[config.mk]
export PLATFORM = sky130hd
export DESIGN_NAME = mem_stage
export DESIGN_NICKNAME = d
export VERILOG_FILES = /design/src/rtl/mem_stage.sv
export SDC_FILE = /design/constraint.sdc
export NUM_CORES = 1
export LEC_CHECK = 0
export CORE_MARGIN = 8
export CORE_UTILIZATION = 45
export DETAILED_ROUTE_END_ITERATION = 10
export GPL_ROUTABILITY_DRIVEN = 0
export PLACE_DENSITY_LB_ADDON = 0.05
export SLEW_MARGIN = 5
export SYNTH_ARGS = -nofsm -noshare
export SYNTH_HDL_FRONTEND = slang
export SYNTH_SLANG_ARGS = --single-unit
[constraint.sdc]
create_clock -name clk -period 5.4 [get_ports clk]
set_input_delay 0.81 -clock clk [delete_from_list [all_inputs] [get_ports clk]]
set_output_delay 0.81 -clock clk [all_outputs]
set_load 0.01 [all_outputs]
[src/rtl/mem_stage.sv]
// Memory-access stage of the RV32I pipeline: EX/MEM register, req/ack data-memory
// sequencer, store lane steering and load alignment/extension.
module mem_stage (
  input  logic        clk,
  input  logic        rst_n,
  input  logic [31:0] ALUResult_ex,
  input  logic [31:0] MemWriteData_ex,
  input  logic [4:0]  rdAddr_ex,
  input  logic        RegWrite_ex,
  input  logic        MemtoReg_ex,
  input  logic        MemRead_ex,
  input  logic        MemWrite_ex,
  input  logic [2:0]  funct3_ex,
  output logic [31:0] ALUResult_mem,
  output logic [4:0]  rdAddr_mem,
  output logic        RegWrite_mem,
  output logic        MemtoReg_mem,
  output logic [31:0] MemDout_mem,
  output logic        MisAlign_mem,
  output logic        stall_mem,
  output logic        dmem_req,
  output logic        dmem_we,
  output logic [31:0] dmem_addr,
  output logic [31:0] dmem_wdata,
  output logic [3:0]  dmem_be,
  input  logic [31:0] dmem_rdata,
  input  logic        dmem_ack
);

  typedef enum logic [1:0] {IDLE, REQ, DONE} state_t;

  state_t      state;
  logic [31:0] wdata_q;
  logic        regwrite_q;
  logic        memread_q;
  logic        memwrite_q;
  logic [2:0]  funct3_q;

  logic        mem_op;
  logic        misaligned;
  logic        aligned_op;
  logic [3:0]  be_nxt;
  logic [31:0] wdata_nxt;
  logic [31:0] rdata_shifted;
  logic [31:0] load_data;

  // NOTE: every variable driven from always_comb gets a default first so no latch is inferred.
  always_comb begin
    misaligned = 1'b0;
    case (funct3_q)
      3'b001, 3'b101: misaligned = ALUResult_mem[0];
      3'b010:         misaligned = |ALUResult_mem[1:0];
      default:        misaligned = 1'b0;
    endcase
  end

  assign mem_op       = memread_q | memwrite_q;
  assign aligned_op   = mem_op & ~misaligned;
  assign MisAlign_mem = mem_op & misaligned;
  assign RegWrite_mem = regwrite_q & ~MisAlign_mem;
  assign stall_mem    = aligned_op && (state != DONE);

  // Store data is replicated to every lane; the byte enables pick the live one.
  always_comb begin
    be_nxt    = 4'b1111;
    wdata_nxt = wdata_q;
    if (memwrite_q) begin
      case (funct3_q[1:0])
        2'b00: begin
          be_nxt    = 4'b0001 << ALUResult_mem[1:0];
          wdata_nxt = {4{wdata_q[7:0]}};
        end
        2'b01: begin
          be_nxt    = ALUResult_mem[1] ? 4'b1100 : 4'b0011;
          wdata_nxt = {2{wdata_q[15:0]}};
        end
        default: begin
          be_nxt    = 4'b1111;
          wdata_nxt = wdata_q;
        end
      endcase
    end
  end

  assign rdata_shifted = dmem_rdata >> {ALUResult_mem[1:0], 3'b000};

  always_comb begin
    load_data = dmem_rdata;
    case (funct3_q)
      3'b000:  load_data = {{24{rdata_shifted[7]}}, rdata_shifted[7:0]};
      3'b100:  load_data = {24'h0, rdata_shifted[7:0]};
      3'b001:  load_data = {{16{rdata_shifted[15]}}, rdata_shifted[15:0]};
      3'b101:  load_data = {16'h0, rdata_shifted[15:0]};
      default: load_data = dmem_rdata;
    endcase
  end

  // NOTE: sequential state uses non-blocking assignments so every register samples pre-edge values.
  always_ff @(posedge clk or negedge rst_n) begin
    if (!rst_n) begin
      ALUResult_mem <= 32'h0;
      wdata_q       <= 32'h0;
      rdAddr_mem    <= 5'h0;
      regwrite_q    <= 1'b0;
      MemtoReg_mem  <= 1'b0;
      memread_q     <= 1'b0;
      memwrite_q    <= 1'b0;
      funct3_q      <= 3'h0;
    end else if (!stall_mem) begin
      ALUResult_mem <= ALUResult_ex;
      wdata_q       <= MemWriteData_ex;
      rdAddr_mem    <= rdAddr_ex;
      regwrite_q    <= RegWrite_ex;
      MemtoReg_mem  <= MemtoReg_ex;
      memread_q     <= MemRead_ex;
      memwrite_q    <= MemWrite_ex;
      funct3_q      <= funct3_ex;
    end
  end

  always_ff @(posedge clk or negedge rst_n) begin
    if (!rst_n) begin
      state       <= IDLE;
      dmem_req    <= 1'b0;
      dmem_we     <= 1'b0;
      dmem_addr   <= 32'h0;
      dmem_wdata  <= 32'h0;
      dmem_be     <= 4'h0;
      MemDout_mem <= 32'h0;
    end else begin
      case (state)
        IDLE: begin
          if (aligned_op) begin
            state      <= REQ;
            dmem_req   <= 1'b1;
            dmem_we    <= memwrite_q;
            dmem_addr  <= {ALUResult_mem[31:2], 2'b00};
            dmem_wdata <= wdata_nxt;
            dmem_be    <= be_nxt;
          end
        end
        REQ: begin
          if (dmem_ack) begin
            state    <= DONE;
            dmem_req <= 1'b0;
            if (memread_q) MemDout_mem <= load_data;
          end
        end
        DONE:    state <= IDLE;
        default: state <= IDLE;
      endcase
    end
  end

endmodule
=== Word level (Yosys, flattened, before mapping) ===
Index checks and enable logic that the tools add are counted.

* Register bits: 178
* Bits in latches: 0
* Bits in writable memories: 0
* Bits in read-only memories: 0
* Output and inout bits: 143
* Memories kept: 0

* Add/sub/neg operators: 0
* $mul: 0
* Divide/modulo/power cells: 0
* $lt $le $gt $ge: 0
* Equal/unequal tests: 9
* Shifts and indexed selects: 2
* Multiplexer cells: 13
* Bitwise gates (word level): 6
* Reduce and logical (&&, ||, !) cells: 11

{| class="wikitable"
|+ Operators by type and width
! operator !! count
|-
| 32-bit one-hot mux with 4 select lines || 1
|-
| 32-bit one-hot mux with 2 select lines || 1
|-
| 32-bit 2-to-1 mux || 1
|-
| 32-bit by 5-bit >> shifter with 16-bit output || 1
|-
| 4-bit 2-to-1 mux || 2
|-
| 4-bit one-hot mux with 2 select lines || 1
|-
| 3-bit == test (second input constant) || 2
|-
| 2-bit inequality test (second input constant) || 3
|-
| 3-bit AND reduction || 2
|-
| 2-bit by 1-bit == test with 1-bit output (second input constant) || 2
|-
| 2-bit zero test || 2
|-
| 2-bit 2-to-1 mux || 2
|-
| 1-bit one-hot mux with 2 select lines || 2
|-
| 2-bit one-hot mux with 2 select lines || 1
|-
| 2-bit AND reduction || 2
|-
| 2-bit OR reduction || 2
|-
| 1-bit by 2-bit left shift with 4-bit output (first input constant) || 1
|-
| 1-bit bitwise AND || 3
|-
| 3-bit by 1-bit == test with 1-bit output (second input constant) || 1
|-
| 3-bit by 2-bit == test with 1-bit output (second input constant) || 1
|-
| 3-bit zero test || 1
|-
| 1-bit 2-to-1 mux || 2
|-
| 1-bit inverter || 2
|-
| 2-bit nonzero test || 1
|-
| 2 further kinds || 2
|}

=== Longest topological paths before layout ===
* Depth after elaboration: 7
* Gate-level depth with buffers: 7
* Gate-level depth less buffers: 4

=== Worst setup path before layout ===
OpenSTA, ideal clock, no wires.

* Path type: reg2out
* Start point: register ALUResult_mem[0]
* End point: output port stall_mem
* Arrival: 1.720 ns
* Required time: 4.590 ns
* Path slack: 2.870 ns
* Stages on the path, launching flop included: 8
* Buffers on the path: 3
* Cell sequence: dfrtp_1 -> buf_2 -> or2_1 -> a311oi_2 -> o21ai_2 -> buf_6 -> buf_6 -> inv_1

* Longest elaborated chain between the ends: 5

{| class="wikitable"
|+ Ends and longest elaborated chain
! item !! line !! text
|-
| start: declaration || 14 || <nowiki>output logic [31:0] ALUResult_mem,</nowiki>
|-
| start signal: assignment || 110 || <nowiki>ALUResult_mem <= ALUResult_ex;</nowiki>
|-
| 2-bit OR reduction || 52 || <nowiki>3'b010: misaligned = |ALUResult_mem[1:0];</nowiki>
|-
| 1-bit one-hot mux with 2 select lines * || 50 || <nowiki>case (funct3_q)</nowiki>
|-
| 1-bit inverter * || 58 || <nowiki>assign aligned_op = mem_op & ~misaligned;</nowiki>
|-
| 1-bit bitwise AND * || 58 ||
|-
| 1-bit logical AND * || 61 || <nowiki>assign stall_mem = aligned_op && (state != DONE);</nowiki>
|-
| end: declaration || 20 || <nowiki>output logic stall_mem,</nowiki>
|}

Every way passes the cells marked *; elsewhere a longest branch is shown, timed or not.

=== Worst setup path after layout ===
* Start point: register funct3_q[0]
* End point: output port stall_mem

* Longest elaborated chain between the ends: 6

{| class="wikitable"
|+ Ends and longest elaborated chain
! item !! line !! text
|-
| start: declaration || 37 || <nowiki>logic [2:0] funct3_q;</nowiki>
|-
| start signal: assignment || 117 || <nowiki>funct3_q <= funct3_ex;</nowiki>
|-
| 3-bit == test / 3-bit by 1-bit == test with 1-bit output (equally long branches) || 50 ||
|-
| 2-bit OR reduction || 50 ||
|-
| 1-bit one-hot mux with 2 select lines * || 50 ||
|-
| 1-bit inverter * || 58 ||
|-
| 1-bit bitwise AND * || 58 ||
|-
| 1-bit logical AND * || 61 ||
|}

Marked as above.

==> impl_metrics.ini <==
[synthesis]
seq_area_frac_synth_pct = 57.5
synthTopCellsByCount = 178 x dfrtp_1, 97 x mux2_2, 61 x nand2_1, 34 x mux2i_1, 29 x a21oi_1
synth_ff_type = dfrtp_1
synth-edff-count = 0
post-synth-top-area-cell = dfrtp_1
synth_area_leaders = dfrtp_1 57%, mux2_2 14%, mux2i_1 4.4%
syn_inst = 609
synth-seq-cells = 178
syn_avg_cell_area_um2 = 12.7
yosysMostFrequentCell = dfrtp_1
synth_warnings = 0
netlist_area_um2 = 7750
ys_async_sr_fraction_pct = 100
yosysUniqueCellTypes = 36
synth_top_area_share_pct = 57.5

[setup_path]
startpoint_type = register
worstPathCellList = nor2_1, a311oi_4, buf_4, o21ai_4, inv_1, clkdlybuf4s50_1
crit_start = funct3_q[0]
worstReg2RegEnd = dmem_addr[28]
r2r_slack_ns = 1.83
path_max_fanout = 20
path_class = register to output port
end_kind = output port
arrival_ns = 3.29
cp.depth = 6
critPathCapture = stall_mem
cp_slowest_cell = dfrtp_1
cpLargestDelayFamily = buffers and inverters
crit_path_max_incr_delay_ns = 0.85
reg2reg_depth = 6
worstReg2RegStart = funct3_q[0]
required_ns = 4.59
critPathBufInv = 3

[cts]
cts_hold_buf = 0
clock_sinks = 178
cts_buffer_depth = 2
cts-resized-gates = 0
cts.htree.levels = 4
cts_made_buffers = 17
clock_latency_ns = 0.43
cts_tree = done
cts_root_buf = clkbuf_16
post_cts_buffers = 0
clk_pin_slew_ns = 0.07

[routing]
drc = 0
drt_pre_antenna_iters = 4
dr.max_layer_used = met5
drt_iter0_markers = 384
vias_per_cell = 5.27
ant_nets = 0
routedWlPerCell_um = 20.0
met3_length_um = 2090
routed_wl_um = 21600
drt-met1-wl_um = 8950
wl_met2_um = 10200
num_vias = 5718

[grt]
grt_overflow = 0
grt_usage_pct = 20.0
grt_max_degree = 92
grt_pass1_vias = 6242
antenna_found_initial = 2
grt_pass1_wl_um = 34400

[placement]
placed_area_um2 = 10400
port_buffers = 251
dp_hpwl_um = 15800

[timing]
holdWs_ns = 0.423
grt_setup_unrepaired = false
fin_crit_sh_pct = 75.9
tns_ns = 0
setup_viol = 0
worstMarginPinSlew_ns = 1.18
fin_skew_ns = 0.0107
hold_viol = 0
finalMaxSlewViolations = 0
slew_headroom_pct = 21.3
max_freq_mhz = 244
fin_crit_ns = 4.10

[cells_and_area]
n_fill_cell = 1332
fin_nets = 956
postLayoutCellArea_um2 = 11000
synthToLayoutAreaGrowth_pct = 42.0
drive_gt1_share_pct = 18.6

[die]
ios = 254
core-area_um2 = 17100
die_w_um = 147
fp.dieH_um = 147
start_util_pct = 45.4
row_count = 48
die_area_um2 = 21700

[pwr]
power.density_nw_per_um2 = 704
vdd_drop_max_uv = 743
total_power_w = 0.00774
leakagePower_nw = 4.65

[status]
status = finished, final reports clean

[min_path]
hold_class = primary input to asynchronous set/reset pin

[job]
cap_violations = 0
## worst min-delay path by stage
stage	end	slack, ns	startpoint	cells after the start
3_3_place_gp	MemDout_mem[3]	0.47	MemDout_mem[3]	2
5_1_grt	MemDout_mem[26]	0.49	rst_n	1
6_report	MemDout_mem[26]	0.42	rst_n	1
2_1_floorplan	wdata_q[16]	0.46	wdata_q[16]	1
4_1_cts	MemDout_mem[26]	0.47	rst_n	1
3_5_place_dp	wdata_q[20]	0.47	wdata_q[20]	1
## flip-flops by register name (all words and copies together), names as in the netlist, 2 cells and up
signal	flops
ALUResult_mem	32
MemDout_mem	32
dmem_addr	30
dmem_be	4
dmem_wdata	32
funct3_q	3
rdAddr_mem	5
state	2
wdata_q	32
## per-layer routing
| layer | up-vias | GRT usage [%] |
|---|---|---|
| met5 | - | 0 |
| met4 | 2 | 6.99 |
| met3 | 26 | 9.41 |
| met2 | 188 | 31.0 |
| met1 | 2868 | 24.1 |
| li1 | 2634 | - |
## stage by stage
| step | setup WS [ns] | instances | utilization [%] |
|---|---|---|---|
| after floorplan | 2.87 | 610 | - |
| after global placement | 1.86 | 1051 | 61.1 |
| after detailed placement | 1.78 | 1051 | 61.1 |
| after CTS | 1.31 | 1083 | 64.5 |
| after global routing | 1.09 | 1084 | 64.5 |
| final | 1.30 | 1084 | 64.5 |
## cells in the final DEF, fill, tap and decap left out, types with 2 or more instances in the layout
cell type	count
nand4b_1	2
inv_6	3
a211oi_1	2
a31oi_1	8
a32o_1	7
nor2_1	13
nor2b_1	7
nand2_1	61
dfrtp_1	178
clkinv_4	2
clkdlybuf4s50_1	250
conb_1	2
clkbuf_16	17
o211ai_1	16
a22oi_1	6
mux2_4	16
clkinvlp_4	2
clkinv_8	2
a2bb2oi_1	7
mux2_1	13
inv_1	14
mux2_2	97
a21oi_1	29
nand2b_1	11
a41oi_1	8
mux2i_1	34
o21ai_0	24
inv_8	4
buf_4	9
## area by class of cell
type / instances / area [µm²] / share of cell area, %
clock buffers: 18 / 439 / 3.99
inverters: 14 / 52.6 / 0.478
well taps: 225 / 282 / 2.56
repair buffers: 260 / 2580 / 23.5
flip-flops and latches: 178 / 4450 / 40.5
multi-input cells: 374 / 3050 / 27.7
clock inverters: 14 / 141 / 1.29
diodes: 1 / 2.50 / 0.0227
## worst register-to-register path, delay by kind of cell (launching register included)
family	cells	cell delay, ns
muxes	1	0.34
and+or+nand+nor	2	0.66
DFF	1	0.85
AOI/OAI and AO/OA	1	0.77
buffers and inverters	2	0.83
## where the power goes
group          internal, W  leakage, nW  switching [W]
clock             0.000626        0.281       0.000571
combinational      0.00224         2.27        0.00177
sequential         0.00204         2.10       0.000494
## kinds of logic after synthesis
group	synth area share, %
DFF	57.5
other	0.0484
and+or+nand+nor	5.73
buffers and inverters	3.49
AOI/OAI and AO/OA	9.46
muxes	23.8
Power figures use the tool's default switching activity.
